==> src/rtl/dtcm_pkg.sv <==
// Shared encodings and defaults for the DTCM load/store unit.
package dtcm_pkg;

   localparam logic [1:0] SZ_B = 2'b00;
   localparam logic [1:0] SZ_H = 2'b01;
   localparam logic [1:0] SZ_W = 2'b10;
   localparam logic [1:0] SZ_X = 2'b11;

   localparam int DEF_DTCM_LAT = 2;
   localparam int DEF_TIMEOUT  = 15;

   typedef enum logic [1:0] {
      ST_IDLE,
      ST_RD_WAIT,
      ST_WR,
      ST_RESP
   } state_t;

   // Registered request fields that outlive the accept cycle.
   typedef struct packed {
      logic        we;
      logic [1:0]  size;
      logic        uns;
      logic [1:0]  lane;
      logic [31:0] wdata;
   } req_t;

endpackage

==> src/rtl/lsu_align.sv <==
// Sub-word lane handling: load extraction/extension, store merge, alignment check.
module lsu_align
   import dtcm_pkg::*;
(
   input  logic [1:0]  size,
   input  logic [1:0]  lane,
   input  logic        uns,
   input  logic [31:0] word,
   input  logic [31:0] wdata,
   output logic [31:0] load_data,
   output logic [31:0] merged,
   output logic        misaligned
);

   localparam int NUM_LANES = 4;

   logic [7:0]           b;
   logic [15:0]          h;
   logic [NUM_LANES-1:0] be;
   logic [31:0]          wrep;

   assign b = word[{lane, 3'b000} +: 8];
   assign h = word[{lane[1], 4'b0000} +: 16];

   assign misaligned = (size == SZ_X) ||
                       (size == SZ_H && lane[0]) ||
                       (size == SZ_W && lane != 2'b00);

   always_comb begin
      load_data = word;
      case (size)
         SZ_B:    load_data = {{24{~uns & b[7]}}, b};
         SZ_H:    load_data = {{16{~uns & h[15]}}, h};
         default: load_data = word;
      endcase
   end

   // Store data is replicated across lanes so each lane just picks it or keeps memory.
   always_comb begin
      be   = '1;
      wrep = wdata;
      case (size)
         SZ_B: begin
            be   = 4'b0001 << lane;
            wrep = {4{wdata[7:0]}};
         end
         SZ_H: begin
            be   = lane[1] ? 4'b1100 : 4'b0011;
            wrep = {2{wdata[15:0]}};
         end
         default: begin
            be   = '1;
            wrep = wdata;
         end
      endcase
   end

   for (genvar i = 0; i < NUM_LANES; i++) begin : g_lane
      assign merged[8*i +: 8] = be[i] ? wrep[8*i +: 8] : word[8*i +: 8];
   end

endmodule

==> src/rtl/dtcm_lsu.sv <==
// Load/store initiator for the word-only DTCM port; sub-word stores use read-modify-write.
module dtcm_lsu
   import dtcm_pkg::*;
#(
   parameter int ADDR_WIDTH = 12,
   parameter int DATA_WIDTH = 32,
   parameter int DTCM_LAT   = DEF_DTCM_LAT,
   parameter int TIMEOUT    = DEF_TIMEOUT
) (
   input  logic                  clk,
   input  logic                  rst_n,
   input  logic                  req_valid,
   output logic                  req_ready,
   input  logic                  req_we,
   input  logic [1:0]            req_size,
   input  logic                  req_unsigned,
   input  logic [31:0]           req_addr,
   input  logic [DATA_WIDTH-1:0] req_wdata,
   output logic                  resp_valid,
   output logic [DATA_WIDTH-1:0] resp_rdata,
   output logic                  resp_err,
   output logic [ADDR_WIDTH-1:0] dtcm_addr,
   output logic [DATA_WIDTH-1:0] dtcm_wdata,
   output logic                  dtcm_rw,
   input  logic [DATA_WIDTH-1:0] dtcm_rdata,
   input  logic                  dtcm_ready
);

   localparam int CNT_MAX = DTCM_LAT + TIMEOUT;
   localparam int CNT_W   = $clog2(CNT_MAX + 1);

   state_t                state, state_n;
   logic [CNT_W-1:0]      cnt;
   req_t                  r;
   logic [ADDR_WIDTH-3:0] addr_q;
   logic [DATA_WIDTH-1:0] wdata_q;
   logic [DATA_WIDTH-1:0] rdata_q;
   logic                  err_q;

   logic        idle, accept, rd_hit, rd_tmo, word_st;
   logic [1:0]  a_size, a_lane;
   logic        a_uns;
   logic [31:0] a_wdata, ld_data, mrg_data;
   logic        misal;
   logic        unused_addr_hi;

   assign unused_addr_hi = ^req_addr[31:ADDR_WIDTH];

   assign idle    = (state == ST_IDLE);
   assign accept  = idle & req_valid;
   assign word_st = req_we & (req_size == SZ_W);
   assign rd_hit  = (state == ST_RD_WAIT) && (cnt >= CNT_W'(DTCM_LAT)) && dtcm_ready;
   assign rd_tmo  = (state == ST_RD_WAIT) && !rd_hit && (cnt == CNT_W'(CNT_MAX));

   // The alignment check needs the live request; extraction/merge need the registered one.
   assign a_size  = idle ? req_size     : r.size;
   assign a_lane  = idle ? req_addr[1:0] : r.lane;
   assign a_uns   = idle ? req_unsigned : r.uns;
   assign a_wdata = idle ? req_wdata    : r.wdata;

   lsu_align u_align (
      .size       (a_size),
      .lane       (a_lane),
      .uns        (a_uns),
      .word       (dtcm_rdata),
      .wdata      (a_wdata),
      .load_data  (ld_data),
      .merged     (mrg_data),
      .misaligned (misal)
   );

   always_ff @(posedge clk or negedge rst_n) begin
      if (!rst_n) state <= ST_IDLE;
      else        state <= state_n;
   end

   always_comb begin
      state_n = state;
      case (state)
         ST_IDLE: begin
            if (req_valid) begin
               if (misal)        state_n = ST_RESP;
               else if (word_st) state_n = ST_WR;
               else              state_n = ST_RD_WAIT;
            end
         end
         ST_RD_WAIT: begin
            if (rd_hit)      state_n = r.we ? ST_WR : ST_RESP;
            else if (rd_tmo) state_n = ST_RESP;
         end
         ST_WR:   state_n = ST_RESP;
         ST_RESP: state_n = ST_IDLE;
         default: state_n = ST_IDLE;
      endcase
   end

   always_ff @(posedge clk or negedge rst_n) begin
      if (!rst_n) begin
         cnt     <= '0;
         r       <= '0;
         addr_q  <= '0;
         wdata_q <= '0;
         rdata_q <= '0;
         err_q   <= 1'b0;
      end else begin
         if (accept) begin
            cnt     <= '0;
            r       <= '{we: req_we, size: req_size, uns: req_unsigned,
                         lane: req_addr[1:0], wdata: req_wdata};
            rdata_q <= '0;
            err_q   <= misal;
            // Rejected requests leave the memory-side bus untouched.
            if (!misal) begin
               addr_q <= req_addr[ADDR_WIDTH-1:2];
               if (word_st) wdata_q <= req_wdata;
            end
         end
         if (state == ST_RD_WAIT) begin
            cnt <= cnt + CNT_W'(1);
            if (rd_hit) begin
               if (r.we) wdata_q <= mrg_data;
               else      rdata_q <= ld_data;
            end else if (rd_tmo) begin
               err_q <= 1'b1;
            end
         end
      end
   end

   assign req_ready  = idle;
   assign resp_valid = (state == ST_RESP);
   assign resp_rdata = rdata_q;
   assign resp_err   = err_q;
   assign dtcm_addr  = {addr_q, 2'b00};
   assign dtcm_wdata = wdata_q;
   assign dtcm_rw    = (state == ST_WR);

endmodule

==> config.mk <==
export PLATFORM = sky130hd
export DESIGN_NAME = dtcm_lsu
export DESIGN_NICKNAME = d
export VERILOG_FILES = /design/src/rtl/dtcm_pkg.sv /design/src/rtl/lsu_align.sv /design/src/rtl/dtcm_lsu.sv
export SDC_FILE = /design/constraint.sdc
export NUM_CORES = 1
export LEC_CHECK = 0
export CORE_MARGIN = 1
export CORE_UTILIZATION = 35
export CTS_CLUSTER_SIZE = 14
export DETAILED_ROUTE_END_ITERATION = 8
export GPL_ROUTABILITY_DRIVEN = 0
export GPL_TIMING_DRIVEN = 0
export SYNTH_ARGS = -nofsm -noshare
export SYNTH_HDL_FRONTEND = slang
export SYNTH_SLANG_ARGS = --single-unit
==> constraint.sdc <==
create_clock -name clk -period 5.97 [get_ports clk]
set_clock_uncertainty 0.15 [all_clocks]
set_input_delay 0.597 -clock clk [delete_from_list [all_inputs] [get_ports clk]]
set_output_delay 0.597 -clock clk [all_outputs]
set_load 0.005 [all_outputs]
Yosys cells after proc, flatten, opt, wreduce, memory -nomap -nowiden
Index checks and enable logic that the tools add are counted.
{"block": "classes", "add_sub_neg": 1, "n_mul": 0, "div": 0, "magnitude_cmp": 1, "eq_ne": 10, "shifts": 3, "n_mux": 35, "bitwise": 6, "n_reduce_logical": 15}
{"cell": "32-bit two-way mux", "count": 11}
{"cell": "32-bit one-hot mux with 2 select lines", "count": 2}
{"cell": "8-bit two-way mux", "count": 4}
{"cell": "32-bit by 6-bit variable part select with 16-bit output", "count": 1}
{"cell": "32-bit by 6-bit variable part select with 8-bit output", "count": 1}
{"cell": "2-bit two-way mux", "count": 7}
{"cell": "2-bit equality test (second input constant)", "count": 5}
{"cell": "5-bit two-way mux", "count": 2}
{"cell": "2-bit one-hot mux with 4 select lines", "count": 1}
{"cell": "4-bit one-hot mux with 2 select lines", "count": 1}
{"cell": "1-bit logical AND", "count": 6}
{"cell": "1-bit two-way mux", "count": 6}
{"cell": "5-bit by 1-bit adder with 5-bit output (second input constant)", "count": 1}
{"cell": "5-bit equality test (second input constant)", "count": 1}
{"cell": "5-bit by 2-bit >= comparator with 1-bit output (second input constant)", "count": 1}
{"cell": "1-bit bitwise AND", "count": 4}
{"cell": "2-bit by 1-bit equality test with 1-bit output (second input constant)", "count": 2}
{"cell": "2-bit zero test", "count": 2}
{"cell": "4-bit two-way mux", "count": 1}
{"cell": "2-bit AND reduction", "count": 2}
{"cell": "2-bit nonzero test", "count": 2}
{"cell": "1-bit by 2-bit left shift with 4-bit output (first input constant)", "count": 1}
{"cell": "3-bit != test (second input constant)", "count": 1}
{"cell": "1-bit logical OR", "count": 2}
{"cell": "other kinds (3)", "count": 4}
{"block": "word_totals", "register_bits": 120, "latchBits": 0, "ram_bits": 0, "rom_bits": 0, "in_bits": 104, "out_inout_bits": 80, "word_cells": 82, "memories": 0}

Longest topological paths before layout
{"block": "depth", "word_depth": 11, "ltp_mapped": 11, "depth_no_buf": 7}

By module
From an unflattened synthesis, not the netlist that was laid out.
{"block": "unflattened", "cells_unflattened": 688, "hier_area_um2": 7151.9}
{"module": "dtcm_lsu", "instances": 1, "cells_each": 489, "area_per_inst_um2": 5584.1, "seq_area_each_um2": 3002.9}
{"module": "lsu_align", "instances": 1, "cells_each": 199, "area_per_inst_um2": 1567.8, "seq_area_each_um2": 0.0}

Worst setup path before layout
OpenSTA, ideal clock, no wires.
{"block": "synth_timing", "path_type": "register to register", "start": "reg state[0]", "end": "reg wdata_q[24] (netlist: dtcm_wdata[24])", "setup_ps": 128, "arrival_time_ps": 2090, "required_time_ps": 5692, "slack_ps": 3603, "stages_incl_launch_ff": 11, "path_buffers": 3, "synth_period_minus_slack_ps": 2367, "path_cell_list": "dfrtp_1 inv_1 ha_1 buf_6 buf_6 mux2i_4 nand3_1 a21oi_4 buf_6 mux2i_1 o22ai_1"}
{"block": "synth_via", "elab_chain_len": 11, "word_cells_on_any_way": 27, "classes_between": "eq/ne (4); shift (1); mux (12); bitwise (1); reduce/logical (9)"}
{"item": "start: declaration", "line_no": "dtcm_lsu.sv:32", "text": "state_t state, state_n;"}
{"item": "start signal: assignment", "line_no": "dtcm_lsu.sv:74", "text": "else state <= state_n;"}
{"item": "2-bit zero test *", "line_no": "dtcm_lsu.sv:49", "text": "assign idle = (state == ST_IDLE);"}
{"item": "via req_ready", "line_no": "dtcm_lsu.sv:13", "text": "output logic req_ready,"}
{"item": "2-bit two-way mux", "line_no": "dtcm_lsu.sv:56", "text": "assign a_size = idle ? req_size : r.size;"}
{"item": "2-bit by 1-bit equality test with 1-bit output", "line_no": "lsu_align.sv:26, lsu_align.sv:42"}
{"item": "1-bit logical AND", "line_no": "lsu_align.sv:26", "text": "(size == SZ_H && lane[0]) ||"}
{"item": "1-bit logical OR", "line_no": "lsu_align.sv:25", "text": "assign misaligned = (size == SZ_X) ||"}
{"item": "1-bit logical OR", "line_no": "lsu_align.sv:26"}
{"item": "32-bit two-way mux", "line_no": "dtcm_lsu.sv:113", "text": "if (!misal) begin"}
{"item": "32-bit two-way mux", "line_no": "dtcm_lsu.sv:106", "text": "if (accept) begin"}
{"item": "32-bit two-way mux", "line_no": "dtcm_lsu.sv:121", "text": "if (r.we) wdata_q <= mrg_data;"}
{"item": "32-bit two-way mux", "line_no": "dtcm_lsu.sv:120", "text": "if (rd_hit) begin"}
{"item": "32-bit two-way mux *", "line_no": "dtcm_lsu.sv:118", "text": "if (state == ST_RD_WAIT) begin"}
{"item": "end signal: assignment", "line_no": "dtcm_lsu.sv:115", "text": "if (word_st) wdata_q <= req_wdata;"}
{"item": "end signal: assignment", "line_no": "dtcm_lsu.sv:121"}
{"item": "end: declaration", "line_no": "dtcm_lsu.sv:36", "text": "logic [DATA_WIDTH-1:0] wdata_q;"}
Mark *: on every way through the listed nets, which the timed path passes. The rest lies on a longest branch.
A chain may end at the register's enable or synchronous reset.

Worst setup path after layout
{"block": "layout_timing", "start": "reg state[0]", "end": "reg r[3] (netlist name)"}
{"block": "layout_via", "elab_chain_len": 2}
{"item": "2-bit zero test", "line_no": "dtcm_lsu.sv:49"}
{"item": "1-bit bitwise AND", "line_no": "dtcm_lsu.sv:50", "text": "assign accept = idle & req_valid;"}
{"item": "end signal: assignment", "line_no": "dtcm_lsu.sv:108", "text": "r <= '{we: req_we, size: req_size, uns: req_unsigned,"}
{"item": "end: declaration", "line_no": "dtcm_lsu.sv:34", "text": "req_t r;"}
No other way between the ends.

==> run summary <==
outcome: finished, final reports clean
Die Area: 22400 um2
CP required: 6.12 ns
Post-CTS Setup Inserts: 0
RSZ-0062 raised after global routing: false
Synth Area in Compound Gates: 0.196
first drt pass iteration count: 5
fin. max-slew vios: 0
Sw Ratio: 0.398
Yosys reg bits: 120
Yosys Warn Count: 0
Clock Latency Late Sink: 0.43 ns
Residual DRC: 0
Port-buffer cells: 159
max incr delay on CP: 0.66 ns
post-route ant nets: 0
Reg2Reg Setup Slack: 2.91 ns
largest net degree at the start of global routing: 62
register area: 3000 um2
mapped cell area: 7650 um2
area share of fa/ha/maj cells after synthesis: 0.0115
DR WL/cell: 22.7 um
Pwr Density: 540 nW/um2
setup TNS: 0 ns
clk sinks: 120
DR vias/cell: 5.73
share of cells above drive strength 1: 0.179
Yosys cell types: 58
Max-Slew Margin vs Limit: 0.439
Iter 0 DRT Violations: 499
Layout fillers: 1988
post-DP HPWL: 19.7 mm
first-pass GRT wire length: 40.7 mm
Min Clock Period, post-route: 3.06 ns
worst-margin pin slew: 0.842 ns
largest family of logic cells by synthesized area: multiplexers
Final setup viols: 0
most common cell in the netlist: dfrtp_1
worst setup path class: register to register
final WL: 26.9 mm
Area Overhead vs Synth: 33.6%
Hold/Removal Path Class: primary input to asynchronous set/reset pin
cts hold-fix bufs: 0
io pins: 184
Post-synth EDFFs: 0
ys async rst share: 1.00
startpoint type of the worst setup path: register
Synth Area in XOR/XNOR: 0.00115
Primary FF master, synth: dfrtp_1
synth cell count leaders: 120 x dfrtp_1, 105 x mux2i_1, 65 x mux2_2
post_cts resized: 0
reg2reg path depth: 9
largest cells by area after synthesis: dfrtp_1 39%, mux2i_1 14%, mux2_2 9.6%, a21oi_1 4.0%, a32o_1 3.0%
vias in the first global route: 6564
initial antenna violation count: 0
slowest CP cell: clkbuf_1
VDD IR-drop max: 0.288 mV
via count: 6794
crit path max fanout: 10
Pint: 0.00332 W
CP Capture Type: register
total grt overflow: 0
placed instance count: 1155
Layout Nets: 1010
Combinational Power Share: 0.541
clock power share: 0.195
Post-Syn Area per Cell: 10.6 um2
cell taking the most area after synthesis: dfrtp_1
Hold Vio Cnt, Final: 0
Die Wd: 150 um
Leakage Power: 4.14 nW
worst path arrival time: 3.22 ns
Mapped Cells: 719
mux cell area share after synthesis: 0.259
PnR Total Power: 0.00552 W
Reg clk slew, reported paths: 0.06 ns
total CTS buffers: 17
standard-cell row count: 53
most frequent CP cell: buf_6
switching power: 0.00220 W
Hold Worst Slack: 0.00260 ns
crit share post-route: 0.513
Cell Chain, Critical Path: inv_1, ha_1, buf_6, buf_6, buf_6, nand2_1, clkbuf_1, buf_2, mux2_2
post-route cell area: 10200 um2
fin cells: 1185
WP buf/inv: 6
core area: 21200 um2
dpl cell area: 9610 um2
CP delay by family, top: buffers and inverters
worst r2r dst: r[3]
# H-tree levels: 4
Synth top area share: 0.393
Post-Synth Simple-Gate Area: 0.0856
n_diodes: 0
Starting Density: 0.360
area of the multi-input gates: 4230 um2
Sequential Power Share: 0.264
Max Fclk: 326 MHz
clock tree buffer depth: 2
gr usage total: 0.246
RR Startpoint: state[0]
clock tree from TritonCTS: done
Max Cap Violations: 0
die extent in y: 150 um
CTS root buf: clkbuf_16
sequential fraction of the synthesis area: 0.393
==> through the flow <==
stage	worst slack (ns)	util
6_report	2.91	0.481
5_1_grt	2.80	0.481
4_1_cts	2.94	0.481
3_5_place_dp	2.89	0.453
3_3_place_gp	-0.958	0.452
2_1_floorplan	3.60	-
==> layer usage <==
metal | global-route usage | up-vias | routed length [um] | share of wire
met5 | 0 | - | 0 | 0
met4 | 0.0813 | 0 | 671 | 0.025
met3 | 0.0524 | 41 | 1870 | 0.070
met2 | 0.379 | 283 | 12400 | 0.46
met1 | 0.342 | 3376 | 12000 | 0.45
li1 | - | 3094 | - | -
==> power by group through the flow <==
stage	sequential, W	clock (W)	combinational [W]
after floorplan	0.00141	0	0.00187
after global placement	0.00145	0	0.00292
after detailed placement	0.00146	0	0.00296
after CTS	0.00145	0.00109	0.00298
after global routing	0.00150	0.00113	0.00323
final	0.00146	0.00108	0.00299
==> worst max-delay path by stage <==
stage | start | depth (start not counted) | to | slack [ns]
global placement | rst_n | 1 | addr_q[5] | -0.96
floorplan | state[0] | 10 | dtcm_wdata[24] | 3.60
global route | state[0] | 10 | resp_rdata[25] | 2.80
detailed placement | req_addr[0] | 7 | resp_rdata[4] | 2.89
finish | state[0] | 9 | r[3] | 2.91
CTS | state[0] | 9 | r[3] | 2.94
==> area by class of cell <==
| cell class | instances | share of cell area |
|---|---|---|
| buffer | 65 | 0.0367 |
| clock buffer | 21 | 0.0470 |
| clock inverter | 9 | 0.0120 |
| inverter | 10 | 0.00367 |
| multi-input combinational | 525 | 0.414 |
| sequential | 120 | 0.294 |
| tap | 275 | 0.0337 |
| timing repair buffer | 160 | 0.159 |
==> cell usage in the layout, fill, tap and decap left out, types with 10 or more instances in the layout <==
master	synthesis	layout
a211oi_1	10	10
a21oi_1	61	61
a22o_1	10	10
a311oi_1	15	15
a32o_1	23	23
buf_2	26	26
buf_6	9	10
clkbuf_1	19	19
clkbuf_16	0	17
clkdlybuf4s50_1	0	158
dfrtp_1	120	120
inv_1	10	10
mux2_2	65	65
mux2i_1	105	105
nand2_1	41	41
nand3_1	16	16
nor2_1	18	18
nor2b_1	15	15
nor3b_1	16	16
o21ai_0	23	23
o21ai_1	11	11
==> logic make-up (layout without fill, tap and decap cells) <==
family | count (synthesis) | in the layout
flops | 120 | 120
mux | 179 | 179
fa+ha+maj | 7 | 7
buf+inv | 75 | 265
compound gates | 210 | 210
simple gates | 126 | 126
other cells | 1 | 2
xor+xnor | 1 | 1
==> sequential cells by signal, summed over array words and instances, names as in the netlist <==
register and count:
resp_err 1, r 38, cnt 5, state 2, dtcm_wdata 32, resp_rdata 32, addr_q 10
Power figures use the tool's default switching activity.
